### config.mk
export PLATFORM = sky130hd
export DESIGN_NAME = mult_div_unit
export DESIGN_NICKNAME = d
export VERILOG_FILES = /design/src/rtl/mdu_pkg.sv /design/src/rtl/mdu_sign_fix.sv /design/src/rtl/mult_div_unit.sv
export SDC_FILE = /design/constraint.sdc
export NUM_CORES = 1
export LEC_CHECK = 0
export ABC_AREA = 1
export BUFFER_PORTS_ARGS = -buffer_cell sky130_fd_sc_hd__buf_2
export CORE_MARGIN = 2
export CORE_UTILIZATION = 45
export CTS_BUF_LIST = sky130_fd_sc_hd__clkbuf_4 sky130_fd_sc_hd__clkbuf_8
export CTS_CLUSTER_DIAMETER = 50
export CTS_CLUSTER_SIZE = 12
export DETAILED_ROUTE_END_ITERATION = 10
export SYNTH_ARGS = -nofsm -noshare
export SYNTH_HDL_FRONTEND = slang
export SYNTH_SLANG_ARGS = --single-unit
### constraint.sdc
create_clock -name clk -period 3.04 [get_ports clk]
set_clock_uncertainty 0.05 [all_clocks]
set_input_delay 0.456 -clock clk [delete_from_list [all_inputs] [get_ports clk]]
set_output_delay 0.456 -clock clk [all_outputs]
set_load 0.01 [all_outputs]
### src/rtl/mdu_pkg.sv
// Shared definitions for the iterative multiply/divide unit.
package mdu_pkg;

    // Operation encodings carried on the op port
    localparam logic [1:0] OP_MULT  = 2'b00;
    localparam logic [1:0] OP_MULTU = 2'b01;
    localparam logic [1:0] OP_DIV   = 2'b10;
    localparam logic [1:0] OP_DIVU  = 2'b11;

    // Sequencer states
    typedef enum logic [1:0] {
        IDLE = 2'b00,
        CALC = 2'b01,
        FIX  = 2'b10
    } state_t;

endpackage

### src/rtl/mdu_sign_fix.sv
// Final sign correction and result selection for the multiply/divide unit.
// raw_hi/raw_lo are the unsigned magnitude results of the iterative core.
module mdu_sign_fix
    import mdu_pkg::*;
#(
    parameter int WIDTH = 32
) (
    input  logic [1:0]       op,
    input  logic             sign_a,
    input  logic             sign_b,
    input  logic             div_by_zero,
    input  logic [WIDTH-1:0] raw_hi,
    input  logic [WIDTH-1:0] raw_lo,
    output logic [WIDTH-1:0] hi,
    output logic [WIDTH-1:0] lo
);

    logic             is_signed;
    logic             is_div;
    logic [2*WIDTH-1:0] prod;
    logic [2*WIDTH-1:0] prod_neg;

    // Negate product, quotient or remainder according to operand signs
    always_comb begin
        is_signed = (op == OP_MULT) || (op == OP_DIV);
        is_div    = op[1];
        prod      = {raw_hi, raw_lo};
        prod_neg  = -prod;
        hi        = raw_hi;
        lo        = raw_lo;
        if (!is_div) begin
            if (is_signed && (sign_a ^ sign_b)) begin
                {hi, lo} = prod_neg;
            end
        end else begin
            // With a zero divisor the remainder magnitude equals |src_a|, so
            // re-applying the dividend sign reproduces src_a as sampled.
            if (is_signed && sign_a) begin
                hi = -raw_hi;
            end
            if (div_by_zero) begin
                lo = '1;
            end else if (is_signed && (sign_a ^ sign_b)) begin
                lo = -raw_lo;
            end
        end
    end

endmodule

### src/rtl/mult_div_unit.sv
// Iterative multiply/divide unit with architectural HI/LO registers.
// One bit per cycle: shift-add multiply, restoring shift-subtract divide.
module mult_div_unit
    import mdu_pkg::*;
#(
    parameter int WIDTH = 32,
    parameter int CNT_W = $clog2(WIDTH + 1)
) (
    input  logic             clk,
    input  logic             rst,
    input  logic             start,
    input  logic [1:0]       op,
    input  logic [WIDTH-1:0] src_a,
    input  logic [WIDTH-1:0] src_b,
    input  logic             hi_we,
    input  logic             lo_we,
    input  logic [WIDTH-1:0] wr_data,
    output logic             busy,
    output logic             done,
    output logic             div_by_zero,
    output logic [WIDTH-1:0] hi,
    output logic [WIDTH-1:0] lo
);

    state_t           state;
    logic [1:0]       op_q;
    logic             sign_a;
    logic             sign_b;
    logic             dbz_q;
    logic [CNT_W-1:0] count;
    logic [WIDTH:0]   acc;      // product upper half (+carry) or partial remainder
    logic [WIDTH-1:0] mq;       // multiplier bits, or dividend shifting into quotient
    logic [WIDTH-1:0] mag_b;

    logic             start_signed;
    logic             neg_a;
    logic             neg_b;
    logic [WIDTH-1:0] abs_a;
    logic [WIDTH-1:0] abs_b;

    logic [WIDTH:0]   mul_sum;
    logic [WIDTH:0]   div_shift;
    logic [WIDTH+1:0] div_trial;
    logic [WIDTH:0]   acc_next;
    logic [WIDTH-1:0] mq_next;

    logic [WIDTH-1:0] fix_hi;
    logic [WIDTH-1:0] fix_lo;

    // Operand magnitudes and sign flags captured on start
    always_comb begin
        start_signed = (op == OP_MULT) || (op == OP_DIV);
        neg_a        = start_signed && src_a[WIDTH-1];
        neg_b        = start_signed && src_b[WIDTH-1];
        abs_a        = neg_a ? -src_a : src_a;
        abs_b        = neg_b ? -src_b : src_b;
    end

    // One iteration of the multiply or divide recurrence
    always_comb begin
        mul_sum   = acc + {1'b0, mag_b};
        div_shift = {acc[WIDTH-1:0], mq[WIDTH-1]};
        div_trial = {1'b0, div_shift} - {2'b00, mag_b};
        if (op_q[1]) begin
            if (!div_trial[WIDTH+1]) begin
                acc_next = div_trial[WIDTH:0];
                mq_next  = {mq[WIDTH-2:0], 1'b1};
            end else begin
                acc_next = div_shift;
                mq_next  = {mq[WIDTH-2:0], 1'b0};
            end
        end else begin
            if (mq[0]) begin
                {acc_next, mq_next} = {mul_sum, mq} >> 1;
            end else begin
                {acc_next, mq_next} = {acc, mq} >> 1;
            end
        end
    end

    mdu_sign_fix #(
        .WIDTH (WIDTH)
    ) u_sign_fix (
        .op          (op_q),
        .sign_a      (sign_a),
        .sign_b      (sign_b),
        .div_by_zero (dbz_q),
        .raw_hi      (acc[WIDTH-1:0]),
        .raw_lo      (mq),
        .hi          (fix_hi),
        .lo          (fix_lo)
    );

    // Sequencer, iteration datapath and HI/LO architectural registers
    always_ff @(posedge clk or negedge rst) begin
        if (!rst) begin
            state       <= IDLE;
            op_q        <= OP_MULT;
            sign_a      <= 1'b0;
            sign_b      <= 1'b0;
            dbz_q       <= 1'b0;
            count       <= '0;
            acc         <= '0;
            mq          <= '0;
            mag_b       <= '0;
            busy        <= 1'b0;
            done        <= 1'b0;
            div_by_zero <= 1'b0;
            hi          <= '0;
            lo          <= '0;
        end else begin
            done <= 1'b0;
            case (state)
                IDLE: begin
                    if (start) begin
                        op_q        <= op;
                        sign_a      <= neg_a;
                        sign_b      <= neg_b;
                        mag_b       <= abs_b;
                        dbz_q       <= op[1] && (src_b == '0);
                        acc         <= '0;
                        mq          <= abs_a;
                        count       <= CNT_W'(WIDTH);
                        busy        <= 1'b1;
                        div_by_zero <= 1'b0;
                        state       <= CALC;
                    end else begin
                        if (hi_we) hi <= wr_data;
                        if (lo_we) lo <= wr_data;
                    end
                end
                CALC: begin
                    acc   <= acc_next;
                    mq    <= mq_next;
                    count <= count - 1'b1;
                    if (count == CNT_W'(1)) state <= FIX;
                end
                FIX: begin
                    hi          <= fix_hi;
                    lo          <= fix_lo;
                    div_by_zero <= dbz_q;
                    done        <= 1'b1;
                    busy        <= 1'b0;
                    state       <= IDLE;
                end
                default: state <= IDLE;
            endcase
        end
    end

endmodule

Word level (Yosys, flattened, before mapping)
Cells that the tools add are included.

word-level totals
  register bits after elaboration = 177
  input port bits = 103
  output and inout bits = 67
  logic and storage cells = 87

operators by class
  add/sub/neg operators = 8
  equal/unequal tests = 10
  mux-type cells = 35
  bitwise logic cells = 1
  reduce and logical (&&, ||, !) cells = 19

operators with widths
  cell                   number
  $mux W32               17
  $pmux W32 S2           3
  $neg A32 Y32           4
  $mux W33               3
  $pmux W33 S2           1
  $neg A64 Y64           1
  $sub A33 B32 Y34       1
  $add A33 B32 Y33       1
  $logic_not A32 Y1      1
  $pmux W6 S2            1
  $ne A2 B2 Y1 const B   5
  $reduce_and A2 Y1      4
  $eq A2 B2 Y1 const B   3
  $eq A6 B1 Y1 const B   1
  $logic_not A2 Y1       3
  $mux W6                1
  $reduce_and A3 Y1      2
  $sub A6 B1 Y6 const B  1
  $logic_and A1 B1 Y1    5
  $mux W1                4
  $mux W2                2
  $pmux W1 S2            2
  $pmux W2 S2            1
  $reduce_bool A2 Y1     2
  3 further kinds        4

Longest topological paths before layout
Gate-level depths: netlist (run 1).

  depth in word-level cells = 7
  mapped depth = 18
  gate-level depth less buffers = 18

Modules after synthesis
From an unflattened synthesis (run 1), not the netlist that was laid out.

second synthesis, totals
  cell total of the unflattened synthesis = 2,980
  area total of the unflattened synthesis = 17,730.8 µm²

by module, submodules not included
  module         times used  cells each  area each (µm²)  seq. area each (µm²)
  mult_div_unit  1           2,364       14,978.1         4,429.2
  mdu_sign_fix   1           616         2,752.6          0.0

Least setup slack after synthesis (run 1)
No wires, ideal clock.

  path type = register to register
  from = register mq[0]
  to = register hi[4]
  library setup time = 66 ps
  arrival time = 2,386 ps
  data required time = 2,924 ps
  path slack = 538 ps
  stages on the path, launching flop included = 18
  path buffers = 3
  period minus slack after synthesis = 2,502 ps
  cells stage by stage = dfrtp_1 > buf_2 > inv_2 > clkbuf_1 > clkbuf_1 > ha_1 > nand3_2 > nor2_4 > nand3_2 > nor2_4 > nand2_2 > nand2_1 > nand2_1 > nand2_1 > nand2_1 > o21ai_1 > nand2_1 > nand2_1

on the way
  word-level cells in the longest chain between the ends = 4

RTL lines
  what                      RTL line              RTL
  start: declaration        mult_div_unit.sv:32   logic [WIDTH-1:0] mq;
  start signal: assignment  mult_div_unit.sv:122  mq <= abs_a;
  start signal: assignment  mult_div_unit.sv:134  mq <= mq_next;
  $neg A64 Y64              mdu_sign_fix.sv:28    prod_neg = -prod;
  $mux W32                  mdu_sign_fix.sv:32    if (is_signed && (sign_a ^ sign_b)) begin
  $mux W32                  mdu_sign_fix.sv:31    if (!is_div) begin
  $pmux W32 S2              mult_div_unit.sv:113  case (state)
  end signal: assignment    mult_div_unit.sv:128  if (hi_we) hi <= wr_data;
  end signal: assignment    mult_div_unit.sv:139  hi <= fix_hi;
  end: declaration          mult_div_unit.sv:21   output logic [WIDTH-1:0] hi,

No other way between the ends.
A chain may end at the register's enable or synchronous reset.

Worst setup path after layout (run 1)
  from = register acc[11]
  to = register acc[22]

on the way
  word-level cells in the longest chain between the ends = 4
  elaborated cells between the ends (all ways) = 6
  those cells by class = add/sub: 2; mux: 4

RTL lines
  what                                                         RTL line                                  RTL
  start: declaration                                           mult_div_unit.sv:31                       logic [WIDTH:0] acc;
  start signal: assignment                                     mult_div_unit.sv:133                      acc <= acc_next;
  $add A33 B32 Y33 / $sub A33 B32 Y34 (equally long branches)  mult_div_unit.sv:61, mult_div_unit.sv:63
  $mux W32 / $mux W33 (equally long branches)                  mult_div_unit.sv:73, mult_div_unit.sv:65
  $mux W33 *                                                   mult_div_unit.sv:64                       if (op_q[1]) begin
  $pmux W33 S2 *                                               mult_div_unit.sv:113

Every way passes the cells marked *; elsewhere a longest branch is shown, timed or not.

==> summary.txt, run 1 <==
Die
  – Die ar.: 41,300 um2
  – Area of the core: 38,900 um2
  – Initial Util: 45.8%
  – Die Span Y: 203 um
  – I/O pins: 170
  – FP Rows: 72
  – Die span in x: 203 um

Route
  – Drt initial violations: 2,758
  – Vias/cell: 5.73
  – DR WL/cell: 21.4 um
  – ANT nets after route: 0
  – # DRC: 0
  – Routed wire length: 79.4 mm
  – Via count: 21,200
  – Drt pass-1 iters: 6

Critical path
  – Setup crit start kind: flip-flop
  – FF-to-FF setup slack: 0.17 ns
  – Most used cell, CP: nand2_1
  – Slowest stage delay, CP: 0.52 ns
  – Worst EP required: 3.43 ns
  – CP max FO: 14
  – R2R cell count: 13
  – CP Class: reg -> reg
  – Worst EP arrival: 3.26 ns
  – Crit end category: flip-flop
  – RR Endpoint: acc[22]$_DFFE_PN0P_
  – Reg2reg start: acc[11]$_DFFE_PN0P_
  – Slowest CP cell: dfrtp_1
  – Crit path cell chain: ha_1 > nand2_1 > inv_1 > a21oi_2 > o21bai_1 > inv_1 > nand2_2 > nand2_4 > nand2_4 > nor2_4 > nand2_1 > nand2_1 > o21ai_1

Power and ir drop
  – Total Power: 4.66 mW
  – Worst vdd ir: 0.279 mV
  – P per Cell Area: 234 nW/um2
  – Pleak: 10.1 nW

Worst hold path
  – Worst min path class: in -> reg
  – Hold_sp: op[1]
  – Hold path cells: 3
  – Hold Path End: op_q[1]$_DFFE_PN0P_

Timing
  – Tmin final: 2.87 ns
  – Worst slew margin: 26.1%
  – Unrepaired setup endpoints after global routing: false
  – Final hold violation count: 0
  – Final period utilization: 94.5%
  – Actual slew at the worst max-slew pin: 1.11 ns
  – Setup TNS: 0 ns
  – Max Clock Freq: 348 MHz
  – Final Setup Violations: 0
  – Final Max Tran Viols: 0

CTS
  – Reg clk slew, reported paths: 0.11 ns
  – Clock root buffer: clkbuf_8
  – H-tree depth: 4
  – CTS max path bufs: 2
  – Worst-Skew Late Latency: 0.56 ns
  – CTS Sinks: 177
  – Inserted Clock Buffers: 17
  – Post-CTS Setup Bufs: 0
  – CTS tree: built

Finish
  – Nets: 3,353
  – Area Overhead vs Synth: 11.6%
  – Antenna cell count: 0
  – Layout cells sized above 1: 10.9%
  – Most frequent cells in the layout: 924 x nand2_1, 398 x inv_1, 328 x nor2_1
  – Fillers: 4,153
  – Reg area: 4430 um2
  – Area of the multi-input gates: 11,500 um2
  – Commonest non-fill, non-tap cell in the layout: nand2_1

Flow run
  – Max-cap viol count: 0

Global route
  – Grt met3 use: 10.0%
  – GR peak layer: met1
  – GRT Residual Overflow: 0
  – Grt met1 use: 55.9%
  – Gr usage total: 38.3%
  – Pin count of the biggest net entering global routing: 71
  – First-pass GRT wire length: 118 mm
  – Met2 Use GR: 54.7%
  – Antenna violations before repair: 4
  – Number of global-route vias before repair: 19,400

Synthesis
  – Post-synthesis register bit count: 177
  – Avg Inst Size Synth: 5.90 um2
  – Synth warnings: 0
  – Mapped Cells: 3,023
  – Yosys cell types: 51
  – Synthesized area: 17,800 um2
  – Post-Syn Nets: 3,198
  – Sequential area share after synthesis: 24.8%

Placement
  – Placer Congestion: 1.05
  – Detail Placement HPWL: 64.1 mm
  – I/O Buffers: 169

Run status
  – Outcome: finished clean
registers in the layout, indices dropped and copies added, names as in the netlist:
register / count
acc: 33
busy: 1
count: 6
dbz_q: 1
div_by_zero: 1
done: 1
hi: 32
lo: 32
mag_b: 32
mq: 32
op_q: 2
sign_a: 1
sign_b: 1
state: 2
synthesized netlist by cell type, drive strengths merged:
cell	number	area (um2)
a211oi	1	7.51
a21boi	15	113
a21o	2	15.0
a21oi	200	1000
a22oi	9	67.6
a2bb2oi	32	280
a31oi	14	87.6
and2	3	18.8
and3	1	6.26
buf	34	186
clkbuf	65	245
clkinv	3	11.3
dfrtp	177	4430
fa	2	40.0
ha	70	876
inv	406	1530
nand2	931	3530
nand3	267	1360
nand3b	14	105
nand4	58	363
nor2	345	1360
nor3	36	211
nor3b	1	7.51
nor4	7	43.8
o211ai	12	90.1
o21a	7	52.6
o21ai	226	1150
o21bai	6	45.0
o22ai	2	12.5
o31ai	3	22.5
or2	27	169
xnor2	15	131
xor2	32	280
cell type report:
cell class | count | share of cell area (%)
Clock inverter | 15 | 0.817
Sequential cell | 177 | 22.3
Multi-Input combinational cell | 2338 | 57.7
Clock buffer | 17 | 1.18
Inverter | 409 | 7.75
Timing Repair Buffer | 235 | 7.04
Tap cell | 518 | 3.25
critical path: cells and delay by family, from the launching register on:
family / cells / cell delay [ns]
compound gates: 3 / 0.40
fa+ha+maj: 1 / 0.43
buf+inv: 2 / 0.16
flops: 1 / 0.52
simple gates: 7 / 1.17
worst max-delay path by stage:
stage / start / to / slack, ns
6_report: acc[11]$_DFFE_PN0P_ / acc[22]$_DFFE_PN0P_ / 0.17
5_1_grt: acc[0]$_DFFE_PN0P_ / acc[13]$_DFFE_PN0P_ / 0.008
4_1_cts: acc[27]$_DFFE_PN0P_ / acc[11]$_DFFE_PN0P_ / 0.03
3_5_place_dp: acc[27]$_DFFE_PN0P_ / acc[11]$_DFFE_PN0P_ / 0.04
3_3_place_gp: acc[27]$_DFFE_PN0P_ / acc[8]$_DFFE_PN0P_ / 0.09
2_1_floorplan: mq[0]$_DFFE_PN0P_ / hi[4]$_DFFE_PN0P_ / 0.54
per-stage QoR:
| stage | setup slack, ns | hold slack (ns) | instance area [um2] | std cells | util (%) |
|---|---|---|---|---|---|
| final | 0.168 | 0.142 | 19900 | 3709 | 51.2 |
| after detailed placement | 0.0378 | 0.415 | 19500 | 3676 | 50.0 |
| after floorplan | 0.538 | 0.110 | 17800 | 3023 | - |
| after global routing | 0.00805 | 0.145 | 19900 | 3709 | 51.2 |
| after global placement | 0.0931 | 0.407 | 19500 | 3676 | 50.0 |
| after CTS | 0.0324 | 0.110 | 19900 | 3709 | 51.1 |
where the power goes:
group	internal [mW]	switching (mW)
clock network	0.687	1.07
registers	2.39	0.0254
logic	0.180	0.306
cells by family after synthesis:
group           Yosys count  share of synthesized area (%)
buf+inv                 508                           11.0
compound gates          529                           16.5
xor+xnor                 47                           2.31
flops                   177                           24.8
fa+ha+maj                72                           5.13
simple gates           1690                           40.2
metal layers:
metal / share of wire [%] / routed length [um]
met5: 0 / 0
met4: 2.6 / 2090
met3: 12 / 9370
met2: 41 / 32600
met1: 45 / 35400
repair_timing:
item                       4_1_cts  5_1_grt
setup endpoints to repair        0       28
hold endpoints to repair        51        0
resized for setup                0       12
hold buffers                     1        0
Note: power is estimated with default switching activity, not from simulation.
==> inputs of run 2 (changes only) <==
- SYNTH_HIERARCHICAL: unset -> 1
==> run 2 against run 1 <==
Effect of this change: count of clock-buffer cells in the layout grew 2; routed wire length down 8.9%; combinational power fell by 27%; critical path depth up 4; sequential share of layout area about the same; clock power up 4%; cell count shrank 0.65%; sequential cell count unchanged; die area shrank 0.60%; critical endpoint is now acc[30]$_DFFE_PN0P_; largest power group unchanged; highest routed layer unchanged.
==> summary.txt, run 2 <==
Run status
  – Outcome: finished clean

Placement
  – Post-DP Area: 19,500 um2 (+0.12%)
  – I/O Buffers: 169 (unchanged)
  – Placer Congestion: 1.02 (-3.0%)
  – Dpl cells: 3,653 (-0.63%)
  – Detail Placement HPWL: 59.1 mm (-7.8%)
  – Pre-CTS setup slack: 0.202 ns (+0.165 ns)

Finish
  – Largest Register: acc
  – Most frequent cells in the layout: 986 x nand2_1, 369 x inv_1, 316 x nand3_1
  – Max reg flops: 33 (unchanged)
  – Area Overhead vs Synth: 12.3%
  – Fillers: 4,203 (+1.2%)
  – Commonest non-fill, non-tap cell in the layout: nand2_1
  – Final cell count without fillers: 3,685 (-0.65%)
  – Nets: 3,330 (-0.69%)
  – Final core occ: 51.4% (+0.24 points)
  – Layout cells sized above 1: 11.2% (+0.37 points)
  – Post-route cell area: 19,900 um2 (about the same)
  – Antenna cell count: 0 (unchanged)

Timing
  – Tmin final: 2.87 ns (+0.000413 ns)
  – Final period utilization: 94.5% (about the same)
  – Unrepaired setup endpoints after global routing: false
  – WHS: 0.138 ns (-0.00409 ns)
  – Final hold violation count: 0 (unchanged)
  – Final setup margin: 0.168 ns (-0.000413 ns)
  – Max Clock Freq: 348 MHz (about the same)
  – Final Setup Violations: 0 (unchanged)
  – Final Max Tran Viols: 0 (unchanged)
  – Worst slew margin: 34.6% (+8.5 points)
  – Actual slew at the worst max-slew pin: 0.969 ns (-0.138 ns)
  – Setup TNS: 0 ns (unchanged)

Die
  – Area of the core: 38,700 um2 (-0.46%)
  – I/O pins: 170 (unchanged)
  – Die Span Y: 203 um (-0.30%)
  – Die ar.: 41,000 um2 (-0.60%)
  – Initial Util: 45.8% (-0.071 points)
  – Die span in x: 203 um (-0.30%)
  – FP Rows: 72 (unchanged)

Synthesis
  – Top FF cell, synth: dfrtp_1
  – Yosys cell types: 48 (-5.9%)
  – Synth top cells by count: 986 x nand2_1, 369 x inv_1, 316 x nand3_1
  – Ys async rst share: 100% (unchanged)
  – EDFF count, synth: 0 (unchanged)
  – Synthesized area: 17,700 um2 (-0.62%)
  – Synth top area cells: dfrtp_1 25%, nand2_1 21%, nand3_1 8.9%, inv_1 7.8%, nor2_1 6.6%
  – Avg Inst Size Synth: 5.95 um2 (+0.82%)
  – Dominant cell type by area after synthesis: dfrtp_1
  – Post-Syn Nets: 3,155 (-1.3%)
  – Count leader, synth: nand2_1
  – Sequential area share after synthesis: 25.0% (+0.15 points)
  – Mapped Cells: 2,980 (-1.4%)
  – Synth top area share: 25.0% (+0.15 points)
  – Synth warnings: 6 (+6)
  – Post-synthesis register bit count: 177 (unchanged)

Power and ir drop
  – Total Power: 4.52 mW (-2.9%)
  – Worst vdd ir: 0.291 mV (+4.1%)
  – Pleak: 10.2 nW (+1.2%)
  – P per Cell Area: 227 nW/um2 (-2.9%)

Route
  – ANT nets after route: 0 (unchanged)
  – Via count: 20,300 (-4.3%)
  – Drt pass-1 iters: 6 (unchanged)
  – Drt initial violations: 1,672 (-39%)
  – Routed wire length: 72.4 mm (-8.9%)
  – # DRC: 0 (unchanged)
  – Vias/cell: 5.52 (-3.7%)
  – DR WL/cell: 19.6 um (-8.3%)

Critical path
  – CP max FO: 7 (-7)
  – Worst EP required: 3.50 ns (+0.07 ns)
  – Crit end category: flip-flop
  – Setup crit start kind: flip-flop
  – CP Class: reg -> reg
  – Worst EP arrival: 3.34 ns (+0.08 ns)

CTS
  – Clock root buffer: clkbuf_8
  – CTS tree: built
  – CTS Sinks: 177 (unchanged)
  – Reg clk slew, reported paths: 0.11 ns (about the same)
  – H-tree depth: 4 (unchanged)
  – Worst-Skew Late Latency: 0.58 ns (+0.02 ns)
  – Inserted Clock Buffers: 17 (unchanged)
  – CTS max path bufs: 2 (unchanged)
  – Post-CTS Setup Bufs: 0 (unchanged)

Global route
  – Antenna violations before repair: 0 (-4)
  – GRT Residual Overflow: 0 (unchanged)
  – Grt met3 use: 4.43% (-5.6 points)
  – Grt met1 use: 41.7% (-14 points)
  – First-pass GRT wire length: 110 mm (-7.4%)
  – GR peak layer: met2
  – Pin count of the biggest net entering global routing: 71 (unchanged)
  – Met2 Use GR: 60.8% (+6.1 points)
  – Gr usage total: 35.1% (-3.2 points)
  – Number of global-route vias before repair: 18,900 (-2.7%)

Worst hold path
  – Worst min path class: in -> reg

Flow run
  – Max-cap viol count: 0 (unchanged)
[run 2: cell types whose count changed after synthesis, sizes merged, moves of 17 or more]
cell,before,now
o21a,7,65
o21ai,226,162
nand4,58,27
a2bb2oi,32,0
nand2,931,996
nand3,267,322
a21oi,200,120
a221oi,0,17
nor2,345,328
[run 2: logic make-up (layout without fill, tap and decap cells)]
family	Yosys count	in the layout	synth area share [%]
compound gates	437	437	14.7
xor+xnor	56	56	2.77
simple gates	1753	1753	41.6
buf+inv	485	672	10.8
flops	177	177	25.0
fa+ha+maj	72	72	5.17
[run 2: routing by layer]
layer  up-vias  wire [um]
li1       9951          -
met1      9409      28800
met2       790      35000
met3       177       4230
met4         0       4360
met5         -          0
[run 2: what timing repair did]
action                                 4_1_cts  5_1_grt
hold buffers                                 1        0
endpoints found under the hold margin       63        0
resized for setup                            0        1
setup endpoints to repair                    0        1
[run 2: final timing paths]
kind,from,endpoint,slack (ns),depth (start not counted)
min in group asynchronous,rst,lo[0]$_DFFE_PN0P_,0.44,2
worst min register to register,busy$_DFFE_PN0P_,busy$_DFFE_PN0P_,0.44,2
worst max register to register,mq[31]$_DFFE_PN0P_,acc[30]$_DFFE_PN0P_,0.17,17
worst min-delay path,src_b[0],mag_b[0]$_DFFE_PN0P_,0.14,3
worst max-delay path,mq[31]$_DFFE_PN0P_,acc[30]$_DFFE_PN0P_,0.17,17
max in group asynchronous,rst,mq[18]$_DFFE_PN0P_,1.73,3
[run 2: worst max-delay path: stages, from the launching register on]
cell and delay [ns]:
dfrtp_1 0.49, inv_1 0.12, ha_1 0.14, inv_1 0.09
fa_1 0.44, nand3_1 0.12, nand3_1 0.24, nand2_1 0.13
nand2_1 0.12, nand2_1 0.09, nand2_1 0.18, nand2_1 0.16
nand2_1 0.07, nand2_1 0.07, nand3_2 0.07, nand2_1 0.09
nand3_1 0.07, nand2_1 0.07
[run 2: where the power goes]
group | internal (mW) | leakage [nW] | total, mW | switching [mW]
registers | 2.35 | 2.21 | 2.35 | 0
logic | 0.120 | 7.82 | 0.357 | 0.237
clock network | 0.790 | 0.209 | 1.82 | 1.03
[run 2: cell type report]
class	instances	area, um2	share of cell area [%]
clock buffer	19	262	1.31
clock inverter	12	146	0.735
inverter	393	1480	7.41
multi-input combinational	2318	11400	57.4
sequential	177	4430	22.2
tap	518	648	3.25
timing repair buffer	248	1520	7.65
==> inputs of run 3 (changes only) <==
- HOLD_SLACK_MARGIN: unset -> 0.08
- RECOVER_POWER: unset -> 50
==> run 3 against run 2 <==
Effect of this change: largest cell class unchanged; global-route usage stayed put; sequential cell count did not move; via count rose by 0.11%; core utilization is 0.21 points lower; combinational power down 2%; non-clock buffer count stayed put; the flow now finishes with violations (max-capacitance violations, max-slew violations); first-iteration DRC count down 3.5%; sequential share of layout area rose by 0.090 points.
==> summary.txt, run 3 (synthesized netlist as in run 2, its figures left out) <==
Run status
  – Outcome: complete, but fails checks
  – Failing checks: max-capacitance violations, max-slew violations

CTS
  – Post-CTS Setup Bufs: 0 (unchanged)
  – CTS tree: built
  – H-tree depth: 4 (unchanged)
  – Worst-Skew Late Latency: 0.58 ns (about the same)
  – Reg clk slew, reported paths: 0.11 ns (about the same)
  – Clock root buffer: clkbuf_8
  – CTS Sinks: 177 (unchanged)
  – CTS max path bufs: 2 (unchanged)
  – Inserted Clock Buffers: 17 (unchanged)

Placement
  – Post-DP Area: 19,500 um2 (unchanged)
  – Detail Placement HPWL: 59.1 mm (unchanged)
  – Placer Congestion: 1.02 (unchanged)
  – I/O Buffers: 169 (unchanged)

Worst hold path
  – Worst min path class: in -> reg

Finish
  – Post-route cell area: 19,800 um2 (-0.40%)
  – Most frequent cells in the layout: 986 x nand2_1, 370 x inv_1, 317 x nand3_1
  – Area Overhead vs Synth: 11.9%
  – Max reg flops: 33 (unchanged)
  – Layout cells sized above 1: 10.6% (-0.66 points)
  – Fillers: 4,220 (+0.40%)
  – Nets: 3,330 (unchanged)
  – Largest Register: acc
  – Commonest non-fill, non-tap cell in the layout: nand2_1
  – Final core occ: 51.2% (-0.21 points)
  – Antenna cell count: 0 (unchanged)

Timing
  – Final Setup Violations: 0 (unchanged)
  – Max Clock Freq: 350 MHz (+0.40%)
  – Final period utilization: 94.1% (-0.38 points)
  – Final hold violation count: 0 (unchanged)
  – Final Max Tran Viols: 71 (+71)
  – WHS: 0.136 ns (-0.00222 ns)
  – Worst slew margin: -31.0% (-66 points)
  – Tmin final: 2.86 ns (-0.0115 ns)
  – Setup TNS: 0 ns (unchanged)
  – Actual slew at the worst max-slew pin: 1.96 ns (+0.996 ns)
  – Unrepaired setup endpoints after global routing: false

Power and ir drop
  – Pleak: 10.1 nW (-0.94%)
  – P per Cell Area: 228 nW/um2 (+0.27%)
  – Worst vdd ir: 0.294 mV (+1.2%)
  – Total Power: 4.52 mW (-0.13%)

Critical path
  – Slowest CP cell: dfrtp_1
  – Worst EP required: 3.51 ns (about the same)
  – Crit end category: flip-flop
  – Setup crit start kind: flip-flop
  – Worst EP arrival: 3.33 ns (about the same)
  – Crit path max-delay family: simple AND/OR/NAND/NOR gates
  – Slowest stage delay, CP: 0.49 ns (about the same)
  – FF-to-FF setup slack: 0.18 ns (about the same)
  – Crit path cell chain: inv_1 > ha_1 > inv_1 > fa_1 > nand3_1 > nand3_1 > nand2_1 > nand2_1 > nand2_1 > nand2_1 > nand2_1 > nand2_1 > nand2_1 > nand3_2 > nand2_1 > nand3_1 > nand2_1
  – Bufs and invs on worst path: 2 (unchanged)
  – CP max FO: 7 (unchanged)
  – CP Class: reg -> reg
  – Most used cell, CP: nand2_1

Die
  – FP Rows: 72 (unchanged)
  – Die span in x: 203 um (unchanged)
  – Die ar.: 41,000 um2 (unchanged)
  – Area of the core: 38,700 um2 (unchanged)
  – I/O pins: 170 (unchanged)
  – Initial Util: 45.8% (unchanged)
  – Die Span Y: 203 um (unchanged)

Flow run
  – Max-cap viol count: 1 (+1)

Global route
  – Antenna violations before repair: 0 (unchanged)
  – Number of global-route vias before repair: 18,900 (unchanged)
  – Pin count of the biggest net entering global routing: 71 (unchanged)
  – Gr usage total: 35.1% (unchanged)
  – GRT Residual Overflow: 0 (unchanged)
  – First-pass GRT wire length: 110 mm (unchanged)

Route
  – ANT nets after route: 0 (unchanged)
  – Vias/cell: 5.52 (+0.11%)
  – DR WL/cell: 19.6 um (about the same)
  – Routed wire length: 72.3 mm (about the same)
  – Via count: 20,300 (+0.11%)
  – Drt pass-1 iters: 8 (+2)
  – # DRC: 0 (unchanged)
  – Drt initial violations: 1,614 (-3.5%)
==> run 3: layout make-up <==
type	instances	area (um2)	share of cell area (%)
Clock buffer	19	262	1.32
Clock inverter	12	146	0.738
Inverter	393	1480	7.44
Multi-Input combinational cell	2318	11400	57.6
Sequential cell	177	4430	22.3
Tap cell	518	648	3.27
Timing Repair Buffer	248	1450	7.30
==> run 3: timing repair <==
action | 4_1_cts | 5_1_grt
endpoints found under the setup margin | 0 | 1
hold buffers | 1 | 0
hold endpoints to repair | 63 | 0
gates resized for setup | 0 | 1
==> run 3: tightest hold or removal path, cell delays in order <==
cell	delay, ns
buf_2	0.10
inv_1	0.07
o21ai_0	0.10
==> run 3: metrics by stage <==
stage | instances | worst slack, ns
2_1_floorplan | 2980 | 0.886
3_5_place_dp | 3653 | 0.202
3_3_place_gp | 3653 | 0.200
5_1_grt | 3685 | 0.0144
4_1_cts | 3685 | 0.178
6_report | 3685 | 0.179
==> run 3: power breakdown <==
| group | total [mW] | switching [mW] | internal, mW |
|---|---|---|---|
| Clock | 1.82 | 1.03 | 0.790 |
| Combinational | 0.349 | 0.236 | 0.113 |
| Sequential | 2.35 | 0 | 2.35 |
| Total | 4.52 | 1.26 | 3.26 |
==> run 3: final timing paths <==
check / to / startpoint / cells after the start
min reg2reg: busy$_DFFE_PN0P_ / busy$_DFFE_PN0P_ / 2
max in group asynchronous: acc[3]$_DFFE_PN0P_ / rst / 3
max: acc[30]$_DFFE_PN0P_ / mq[31]$_DFFE_PN0P_ / 17
min: mag_b[0]$_DFFE_PN0P_ / src_b[0] / 3
max reg2reg: acc[30]$_DFFE_PN0P_ / mq[31]$_DFFE_PN0P_ / 17
min in group asynchronous: hi[9]$_DFFE_PN0P_ / rst / 2
==> run 3: layer usage <==
layer / vias to the layer above / track usage (%) / part of all wire (%)
met5: - / 0 / 0
met4: 0 / 20.5 / 6.0
met3: 178 / 4.43 / 5.8
met2: 781 / 60.8 / 48
met1: 9444 / 41.7 / 40
li1: 9946 / - / -
